==> src/rtl/simt_divergence_ctrl.sv <==
// Purpose: per-warp SIMT divergence sequencer; owns (pc, mask, rpc) of one warp and drives an external simt_stack.
// Latency: uniform completion -> dispatch in 1 cycle; divergent split 3 cycles; reconvergence 3 cycles (+2 per fully-exited entry).
// Backpressure: valid/ready on launch, dispatch and done; dispatch outputs hold while disp_valid && !disp_ready.
module simt_divergence_ctrl #(
    parameter int PC_WIDTH     = 32,
    parameter int THREAD_WIDTH = 256,
    parameter int STACK_DEPTH  = 32
) (
    input  logic                    clk,
    input  logic                    rst,
    // warp launch
    input  logic                    launch_valid,
    output logic                    launch_ready,
    input  logic [PC_WIDTH-1:0]     launch_pc,
    input  logic [THREAD_WIDTH-1:0] launch_mask,
    // block dispatch to fetch
    output logic                    disp_valid,
    input  logic                    disp_ready,
    output logic [PC_WIDTH-1:0]     disp_pc,
    output logic [THREAD_WIDTH-1:0] disp_mask,
    // block completion report
    input  logic                    done_valid,
    output logic                    done_ready,
    input  logic [1:0]              done_kind,
    input  logic [PC_WIDTH-1:0]     done_next_pc,
    input  logic [THREAD_WIDTH-1:0] done_taken_mask,
    input  logic [PC_WIDTH-1:0]     done_taken_pc,
    input  logic [PC_WIDTH-1:0]     done_nt_pc,
    input  logic [PC_WIDTH-1:0]     done_reconv_pc,
    // status
    output logic                    warp_done,
    output logic                    err_overflow,
    output logic                    err_kind,
    // stack command port
    output logic                    stk_push,
    output logic                    stk_pop,
    output logic                    stk_read_top,
    output logic                    stk_modify_top,
    output logic [PC_WIDTH-1:0]     stk_push_next_pc,
    output logic [PC_WIDTH-1:0]     stk_push_rpc,
    output logic [THREAD_WIDTH-1:0] stk_push_mask,
    input  logic [PC_WIDTH-1:0]     stk_top_next_pc,
    input  logic [PC_WIDTH-1:0]     stk_top_rpc,
    input  logic [THREAD_WIDTH-1:0] stk_top_mask,
    input  logic                    stk_out_valid
);

    localparam int DW = $clog2(STACK_DEPTH + 1);
    // A divergent split needs two free entries, so refuse it above this occupancy.
    localparam logic [DW-1:0] DEPTH_LIMIT = DW'(STACK_DEPTH - 2);
    localparam logic [PC_WIDTH-1:0] RPC_NONE = '1;

    localparam logic [1:0] KIND_FT   = 2'd0;
    localparam logic [1:0] KIND_BR   = 2'd1;
    localparam logic [1:0] KIND_RSVD = 2'd3;

    typedef enum logic [2:0] {
        S_IDLE,
        S_DISPATCH,
        S_WAIT_DONE,
        S_PUSH_RECONV,
        S_PUSH_NT,
        S_POP,
        S_LOAD,
        S_ERROR
    } state_t;

    state_t state_q, state_d;

    logic [PC_WIDTH-1:0]     cur_pc_q, cur_pc_d;
    logic [THREAD_WIDTH-1:0] cur_mask_q, cur_mask_d;
    logic [PC_WIDTH-1:0]     cur_rpc_q, cur_rpc_d;
    logic [THREAD_WIDTH-1:0] exited_q, exited_d;
    logic [DW-1:0]           depth_q, depth_d;
    // Pending split: not-taken side and the context that was live before the split.
    logic [PC_WIDTH-1:0]     nt_pc_q, nt_pc_d;
    logic [THREAD_WIDTH-1:0] nt_mask_q, nt_mask_d;
    logic [PC_WIDTH-1:0]     reconv_pc_q, reconv_pc_d;
    logic [PC_WIDTH-1:0]     old_rpc_q, old_rpc_d;
    logic [THREAD_WIDTH-1:0] old_mask_q, old_mask_d;
    logic                    err_overflow_q, err_overflow_d;
    logic                    err_kind_q, err_kind_d;

    logic [THREAD_WIDTH-1:0] taken_live;
    logic [THREAD_WIDTH-1:0] ntaken_live;
    logic [THREAD_WIDTH-1:0] top_live;
    logic [PC_WIDTH-1:0]     nxt_pc;
    logic                    is_uniform;

    // Per-thread split of the branch predicate and survivors of a popped entry.
    always_comb begin
        taken_live  = done_taken_mask & cur_mask_q;
        ntaken_live = cur_mask_q & ~done_taken_mask;
        top_live    = stk_top_mask & ~exited_q;
    end

    // Next-state, datapath updates and all handshake/stack outputs.
    always_comb begin
        state_d        = state_q;
        cur_pc_d       = cur_pc_q;
        cur_mask_d     = cur_mask_q;
        cur_rpc_d      = cur_rpc_q;
        exited_d       = exited_q;
        depth_d        = depth_q;
        nt_pc_d        = nt_pc_q;
        nt_mask_d      = nt_mask_q;
        reconv_pc_d    = reconv_pc_q;
        old_rpc_d      = old_rpc_q;
        old_mask_d     = old_mask_q;
        err_overflow_d = err_overflow_q;
        err_kind_d     = err_kind_q;

        launch_ready     = 1'b0;
        disp_valid       = 1'b0;
        disp_pc          = '0;
        disp_mask        = '0;
        done_ready       = 1'b0;
        warp_done        = 1'b0;
        stk_push         = 1'b0;
        stk_pop          = 1'b0;
        stk_read_top     = 1'b0;
        stk_push_next_pc = '0;
        stk_push_rpc     = '0;
        stk_push_mask    = '0;
        nxt_pc           = done_next_pc;
        is_uniform       = 1'b1;

        case (state_q)
            S_IDLE: begin
                launch_ready = 1'b1;
                if (launch_valid) begin
                    cur_pc_d       = launch_pc;
                    cur_mask_d     = launch_mask;
                    cur_rpc_d      = RPC_NONE;
                    exited_d       = '0;
                    depth_d        = '0;
                    err_overflow_d = 1'b0;
                    err_kind_d     = 1'b0;
                    state_d        = S_DISPATCH;
                end
            end

            S_DISPATCH: begin
                disp_valid = 1'b1;
                disp_pc    = cur_pc_q;
                disp_mask  = cur_mask_q;
                if (disp_ready) begin
                    state_d = S_WAIT_DONE;
                end
            end

            S_WAIT_DONE: begin
                done_ready = 1'b1;
                if (done_valid) begin
                    if (done_kind == KIND_RSVD) begin
                        err_kind_d = 1'b1;
                    end
                    if (done_kind == KIND_FT || done_kind == KIND_BR) begin
                        if (done_kind == KIND_BR) begin
                            if (taken_live == '0) begin
                                nxt_pc = done_nt_pc;
                            end else if (ntaken_live == '0) begin
                                nxt_pc = done_taken_pc;
                            end else begin
                                is_uniform = 1'b0;
                            end
                        end
                        if (!is_uniform) begin
                            if (depth_q > DEPTH_LIMIT) begin
                                err_overflow_d = 1'b1;
                                state_d        = S_ERROR;
                            end else begin
                                nt_pc_d     = done_nt_pc;
                                nt_mask_d   = ntaken_live;
                                reconv_pc_d = done_reconv_pc;
                                old_rpc_d   = cur_rpc_q;
                                old_mask_d  = cur_mask_q;
                                cur_pc_d    = done_taken_pc;
                                cur_mask_d  = taken_live;
                                cur_rpc_d   = done_reconv_pc;
                                state_d     = S_PUSH_RECONV;
                            end
                        end else if (nxt_pc == cur_rpc_q && depth_q != '0) begin
                            // Reached the join point: the stacked context takes over.
                            state_d = S_POP;
                        end else begin
                            cur_pc_d = nxt_pc;
                            state_d  = S_DISPATCH;
                        end
                    end else begin
                        // Exit (and the reserved kind, handled identically).
                        exited_d = exited_q | cur_mask_q;
                        if (depth_q == '0) begin
                            warp_done = 1'b1;
                            state_d   = S_IDLE;
                        end else begin
                            state_d = S_POP;
                        end
                    end
                end
            end

            S_PUSH_RECONV: begin
                stk_push         = 1'b1;
                stk_push_next_pc = reconv_pc_q;
                stk_push_rpc     = old_rpc_q;
                stk_push_mask    = old_mask_q;
                depth_d          = depth_q + DW'(1);
                state_d          = S_PUSH_NT;
            end

            S_PUSH_NT: begin
                stk_push         = 1'b1;
                stk_push_next_pc = nt_pc_q;
                stk_push_rpc     = reconv_pc_q;
                stk_push_mask    = nt_mask_q;
                depth_d          = depth_q + DW'(1);
                state_d          = S_DISPATCH;
            end

            S_POP: begin
                // The stack reads the top with the pre-pop pointer, so both go together.
                stk_read_top = 1'b1;
                stk_pop      = 1'b1;
                depth_d      = depth_q - DW'(1);
                state_d      = S_LOAD;
            end

            S_LOAD: begin
                if (stk_out_valid) begin
                    if (top_live != '0) begin
                        cur_pc_d   = stk_top_next_pc;
                        cur_mask_d = top_live;
                        cur_rpc_d  = stk_top_rpc;
                        state_d    = S_DISPATCH;
                    end else if (depth_q != '0) begin
                        // Every thread of this entry has exited; skip to the next one.
                        state_d = S_POP;
                    end else begin
                        warp_done = 1'b1;
                        state_d   = S_IDLE;
                    end
                end
            end

            S_ERROR: begin
                state_d = S_ERROR;
            end

            default: begin
                state_d = S_IDLE;
            end
        endcase
    end

    assign stk_modify_top = 1'b0;
    assign err_overflow   = err_overflow_q;
    assign err_kind       = err_kind_q;

    // State register.
    always_ff @(posedge clk or posedge rst) begin
        if (rst) begin
            state_q <= S_IDLE;
        end else begin
            state_q <= state_d;
        end
    end

    // Warp context, split bookkeeping and sticky error flags.
    always_ff @(posedge clk or posedge rst) begin
        if (rst) begin
            cur_pc_q       <= '0;
            cur_mask_q     <= '0;
            cur_rpc_q      <= RPC_NONE;
            exited_q       <= '0;
            depth_q        <= '0;
            nt_pc_q        <= '0;
            nt_mask_q      <= '0;
            reconv_pc_q    <= '0;
            old_rpc_q      <= '0;
            old_mask_q     <= '0;
            err_overflow_q <= 1'b0;
            err_kind_q     <= 1'b0;
        end else begin
            cur_pc_q       <= cur_pc_d;
            cur_mask_q     <= cur_mask_d;
            cur_rpc_q      <= cur_rpc_d;
            exited_q       <= exited_d;
            depth_q        <= depth_d;
            nt_pc_q        <= nt_pc_d;
            nt_mask_q      <= nt_mask_d;
            reconv_pc_q    <= reconv_pc_d;
            old_rpc_q      <= old_rpc_d;
            old_mask_q     <= old_mask_d;
            err_overflow_q <= err_overflow_d;
            err_kind_q     <= err_kind_d;
        end
    end

endmodule

==> config.mk <==
export PLATFORM = sky130hd
export DESIGN_NAME = simt_divergence_ctrl
export DESIGN_NICKNAME = d
export VERILOG_FILES = /design/src/rtl/simt_divergence_ctrl.sv
export SDC_FILE = /design/constraint.sdc
export NUM_CORES = 2
export LEC_CHECK = 0
export CORE_AREA = 10 10 626 628
export DETAILED_ROUTE_END_ITERATION = 10
export DIE_AREA = 0 0 636 638
export DONT_BUFFER_PORTS = 1
export GPL_ROUTABILITY_DRIVEN = 0
export GPL_TIMING_DRIVEN = 0
export PLACE_DENSITY = 0.38
export SKIP_LAST_GASP = 1
export SYNTH_ARGS = -nofsm -noshare
export SYNTH_HDL_FRONTEND = slang
export SYNTH_SLANG_ARGS = --single-unit
==> constraint.sdc <==
create_clock -name clk -period 116.3 [get_ports clk]
set_input_delay 29.075 -clock clk [delete_from_list [all_inputs] [get_ports clk]]
set_output_delay 29.075 -clock clk [all_outputs]
set_load 0.05 [all_outputs]
Word-level counts from Yosys, hierarchy flattened:

Index checks and enable logic that the tools add are counted.

* add/subtract/negate cells: 2
* multiply operators: 0
* div/mod/pow operators: 0
* magnitude comparators: 1
* equality and inequality tests: 23
* shift-type cells: 0
* multiplexer cells: 81
* bitwise gates (word level): 8
* reduce and logical (&&, ||, !) cells: 21

Operator list (count)
* 256-bit two-way mux: 11
* 256-bit case mux with 2 select lines: 2
* 256-bit bitwise AND: 3
* 256-bit case mux with 3 select lines: 1
* 32-bit two-way mux: 22
* 256-bit logical NOT: 2
* 256-bit NOT: 2
* 256-bit OR: 1
* 256-bit nonzero test: 1
* 32-bit case mux with 3 select lines: 2
* 32-bit case mux with 2 select lines: 2
* 3-bit two-way mux: 11
* 32-bit equality test: 1
* 1-bit two-way mux: 24
* 3-bit case mux with 8 select lines: 1
* 2-bit inequality test (second input constant): 11
* 6-bit case mux with 3 select lines: 1
* 8-bit AND reduction: 2
* 3-bit equality test (second input constant): 4
* 4-bit AND reduction: 3
* 6-bit by 1-bit adder with 6-bit output (second input constant): 1
* 3-bit by 2-bit equality test with 1-bit output (second input constant): 2
* 6-bit by 5-bit greater-than comparator with 1-bit output (second input constant): 1
* 6-bit logical NOT: 1
* 19 further kinds: 24

* flip-flop bits (word level): 1195
* bits in latches: 0
* bits in writable memories: 0
* ROM bits: 0
* input bits: 1000
* output and inout port bits: 618
* word-level logic and storage cells: 149
* memories: 0

Depth between registers and ports, before layout:

* word-level depth: 16
* depth in mapped cells: 17
* mapped depth without buffers: 13

Worst setup path after synthesis:

Ideal clock, no wire load.

* path type: input to output
* from: input stk_top_mask[92]
* to: output warp_done
* arrival: 30985 ps
* required time: 87225 ps
* slack: 56240 ps
* stages: 8
* buffers on the path: 0
* cells stage by stage: nor2b_1 -> nor4_1 -> nand4_1 -> nor4_1 -> nand4_1 -> nor2_1 -> nand3_1 -> a21oi_1

* word-level cells in the longest chain between the ends: 5

Ends and longest elaborated chain
* start, declared: RTL line 44 `input logic [THREAD_WIDTH-1:0] stk_top_mask,`
* 256-bit bitwise AND: RTL line 94 `top_live = stk_top_mask & ~exited_q;`
* 256-bit nonzero test: RTL line 231 `if (top_live != '0) begin`
* 1-bit two-way mux: RTL line 231
* 1-bit two-way mux: RTL line 230 `if (stk_out_valid) begin`
* 1-bit case mux with 2 select lines: RTL line 128 `case (state_q)`
* end, declared: RTL line 31 `output logic warp_done,`

Every way passes these cells.

Worst setup path after layout:

* from: input stk_top_mask[115]
* to: output warp_done

Same word-level chain as after synthesis.

==> flow_metrics.tcl <==
set metrics [dict create \
    yosys_warnings 0 \
    drive_above_1_share 0.114 \
    layout_setup_ws_ps 53290 \
    grt_max_degree 122 \
    grt_pass1_wl_um 831000 \
    dpl-instance-area_um2 68900 \
    synth.top_cells.by_count "1163 x dfrtp_1, 756 x a21oi_1, 561 x and3_1" \
    grt_antenna_before_repair 561 \
    num-nets-final 7721 \
    drc 0 \
    grt_pass1_vias 59786 \
    required_ps 87220 \
    endpoint_kind "output pin" \
    synthFlopType "dfrtp_1" \
    worstSkewPairLatency_ps 950 \
    drt-total-wl_um 698000 \
    power_mw 2.77 \
    rrSetupSlack_ps 106820 \
    wl_per_cell_um 56.1 \
    worstMarginPinSlew_ps 1830 \
    portBuffers 0 \
    synthesis.nets 7516 \
    syn_to_final_growth_pct 22.8 \
    clk_pin_slew_ps 60 \
    io_pins 1618 \
    cts_inserted_buffers 162 \
    cts_htree_levels 4 \
    min_period_over_period 0.542 \
    hold_violations 0 \
    final.min_clock_period_ps 63010 \
    slew_viol_final 108 \
    async_reset_ff_frac 1.00 \
    irDropWorstVdd_mv 0.0187 \
    setup_tns_ps 0 \
    startpoint "stk_top_mask[115]" \
    yosysMostFrequentCell "dfrtp_1" \
    r2r-end "cur_mask_q[18]$_DFFE_PP0P_" \
    post_cts_resized 0 \
    synth.area.top_cells "dfrtp_1 47%, mux2_2 6.7%, a21oi_1 6.1%" \
    first_iter_violations 9260 \
    die_h_um 638 \
    crit_arrival_ps 33930 \
    seq_area_frac_synth 0.485 \
    slew-limit-headroom -0.222 \
    synthDistinctLibCells 61 \
    dr.pass1.iters 7 \
    cp-start-kind "input pin" \
    row_count 226 \
    grtUsageTotal 0.325 \
    vias 66622 \
    syn_inst 6511 \
    violations "capacitance limit, slew limit" \
    hold_buffers 0 \
    drv_cap 18 \
    grt_setup_unrepaired "no" \
    synth_edf_count 0 \
    setup.worst_path.end "warp_done" \
    leakage_nw 32.6 \
    fin_area_um2 75800 \
    dpl.hpwl_um 605000 \
    syn_area_um2 61700 \
    dieArea_um2 406000 \
    ys_ff_latch 1195 \
    synth_largest_area_cell "dfrtp_1" \
    r2r_start "cur_mask_q[68]$_DFFE_PP0P_" \
    avgSynthCellArea_um2 9.47 \
    grt-ovfl-total 0 \
    hp-class "reg2reg" \
    via_per_inst 5.35 \
    setup_viol 0 \
    synthDominantCellAreaShare 0.472 \
    skew_ps 133 \
    final_antenna_net_count 0 \
    cts_tree "yes" \
    die_w_um 636 \
    cts_setup_buffers 0 \
    critPathKind "in2out" \
    cts.sinks 1195 \
    reg2regPathDepth 13 \
    core-area_um2 378000 \
    final_core_util 0.200 \
    status "complete, but fails checks" \
    dp_slack_ps 53520 \
    cellPowerDensity_nw_per_um2 36.5 \
    root_buffer "clkbuf_16" \
    fmax_mhz 15.9 \
    critical_path_peak_fanout 3 \
    start_util 0.163 \
    cts_buffer_depth 4 \
]
cells in the final DEF, fill, tap and decap left out, types with 7 or more instances in the layout:
master,n
nand2_1,381
clkbuf_2,48
o22ai_1,248
nand3_1,12
nor3_1,8
buf_1,10
buf_12,13
o221ai_1,24
a211oi_1,7
a21oi_1,755
and3_1,561
buf_4,9
a221oi_1,81
buf_16,15
mux2i_1,39
nand4_1,59
and2_1,17
xor2_1,24
xnor2_1,11
nor2_1,325
o21ai_0,318
nor2b_1,509
clkbuf_16,162
or3_1,28
o211ai_1,84
clkinv_2,16
diode_2,594
nand2b_1,8
dfstp_2,32
bufinv_16,12
inv_1,262
clkbuf_8,33
a22o_1,377
nor4_1,132
buf_2,10
clkbuf_1,515
dfrtp_1,1163
mux2_2,366
a31oi_1,49
o221a_2,7
critical path: stages:
cell     delay, ps
nor2b_1        180
nor4_1        1340
nand4_1        360
nor4_1         820
nand4_1        820
nor2_1         350
nand3_1        130
a21oi_2        810
per-layer routing:
| layer | vias up | wire length, um | track usage |
|---|---|---|---|
| met5 | - | 760 | 0 |
| met4 | 108 | 77200 | 0.302 |
| met3 | 2025 | 76200 | 0.138 |
| met2 | 5746 | 329000 | 0.539 |
| met1 | 33966 | 214000 | 0.302 |
| li1 | 24777 | - | - |
power breakdown:
group / internal [mW] / total (mW) / leakage, nW / switching [mW]
Clock: 0.306 / 0.534 / 2.63 / 0.229
Combinational: 0.300 / 1.34 / 14.5 / 1.04
Sequential: 0.604 / 0.887 / 15.5 / 0.282
stage by stage:
stage                     hold WS, ps  cells
final                             478  12443
after global routing              493  12169
after CTS                         482  11847
after detailed placement          470  11566
after global placement            461  11527
after floorplan                   450   6511
flip-flops by register name (all words and copies together) (netlist names), 6 cells and up:
| name | cells |
|---|---|
| cur_mask_q | 256 |
| cur_pc_q | 32 |
| cur_rpc_q | 32 |
| depth_q | 6 |
| exited_q | 256 |
| nt_mask_q | 256 |
| nt_pc_q | 32 |
| old_mask_q | 256 |
| old_rpc_q | 32 |
| reconv_pc_q | 32 |
worst min-delay path by stage:
stage | endpoint | cells past startpoint | start | slack, ps
after floorplan | old_mask_q[100]$_DFFE_PP0P_ | 2 | old_mask_q[100]$_DFFE_PP0P_ | 450
after global placement | old_mask_q[39]$_DFFE_PP0P_ | 2 | old_mask_q[39]$_DFFE_PP0P_ | 460
after detailed placement | old_mask_q[141]$_DFFE_PP0P_ | 2 | old_mask_q[141]$_DFFE_PP0P_ | 470
after CTS | old_mask_q[173]$_DFFE_PP0P_ | 2 | old_mask_q[173]$_DFFE_PP0P_ | 480
after global routing | old_mask_q[171]$_DFFE_PP0P_ | 2 | old_mask_q[171]$_DFFE_PP0P_ | 490
final | old_mask_q[108]$_DFFE_PP0P_ | 2 | old_mask_q[108]$_DFFE_PP0P_ | 480
cells by family (layout without fill, tap and decap cells):
group	Yosys count	after routing	share of synthesized area
DFF	1195	1195	0.485
buffers and inverters	811	1133	0.0498
adders and majority gates	5	5	0.00114
muxes	405	405	0.0731
AOI/OAI and AO/OA	1992	1992	0.204
other	1	595	0.0000608
and+or+nand+nor	2067	2067	0.181
xor gates and xnor gates	35	35	0.00497
area by class of cell:
cell class                      instances  area [um2]
Fill cell                           42181      303000
Sequential cell                      1195       29900
Multi-Input combinational cell       4505       28700
Tap cell                             5016        6280
Clock buffer                          232        4650
Buffer                                547        2140
Antenna cell                          594        1490
Inverter                              264         998
Timing Repair Buffer                   41         787
Clock inverter                         49         738
No activity file was read; power rests on OpenSTA's default activity.
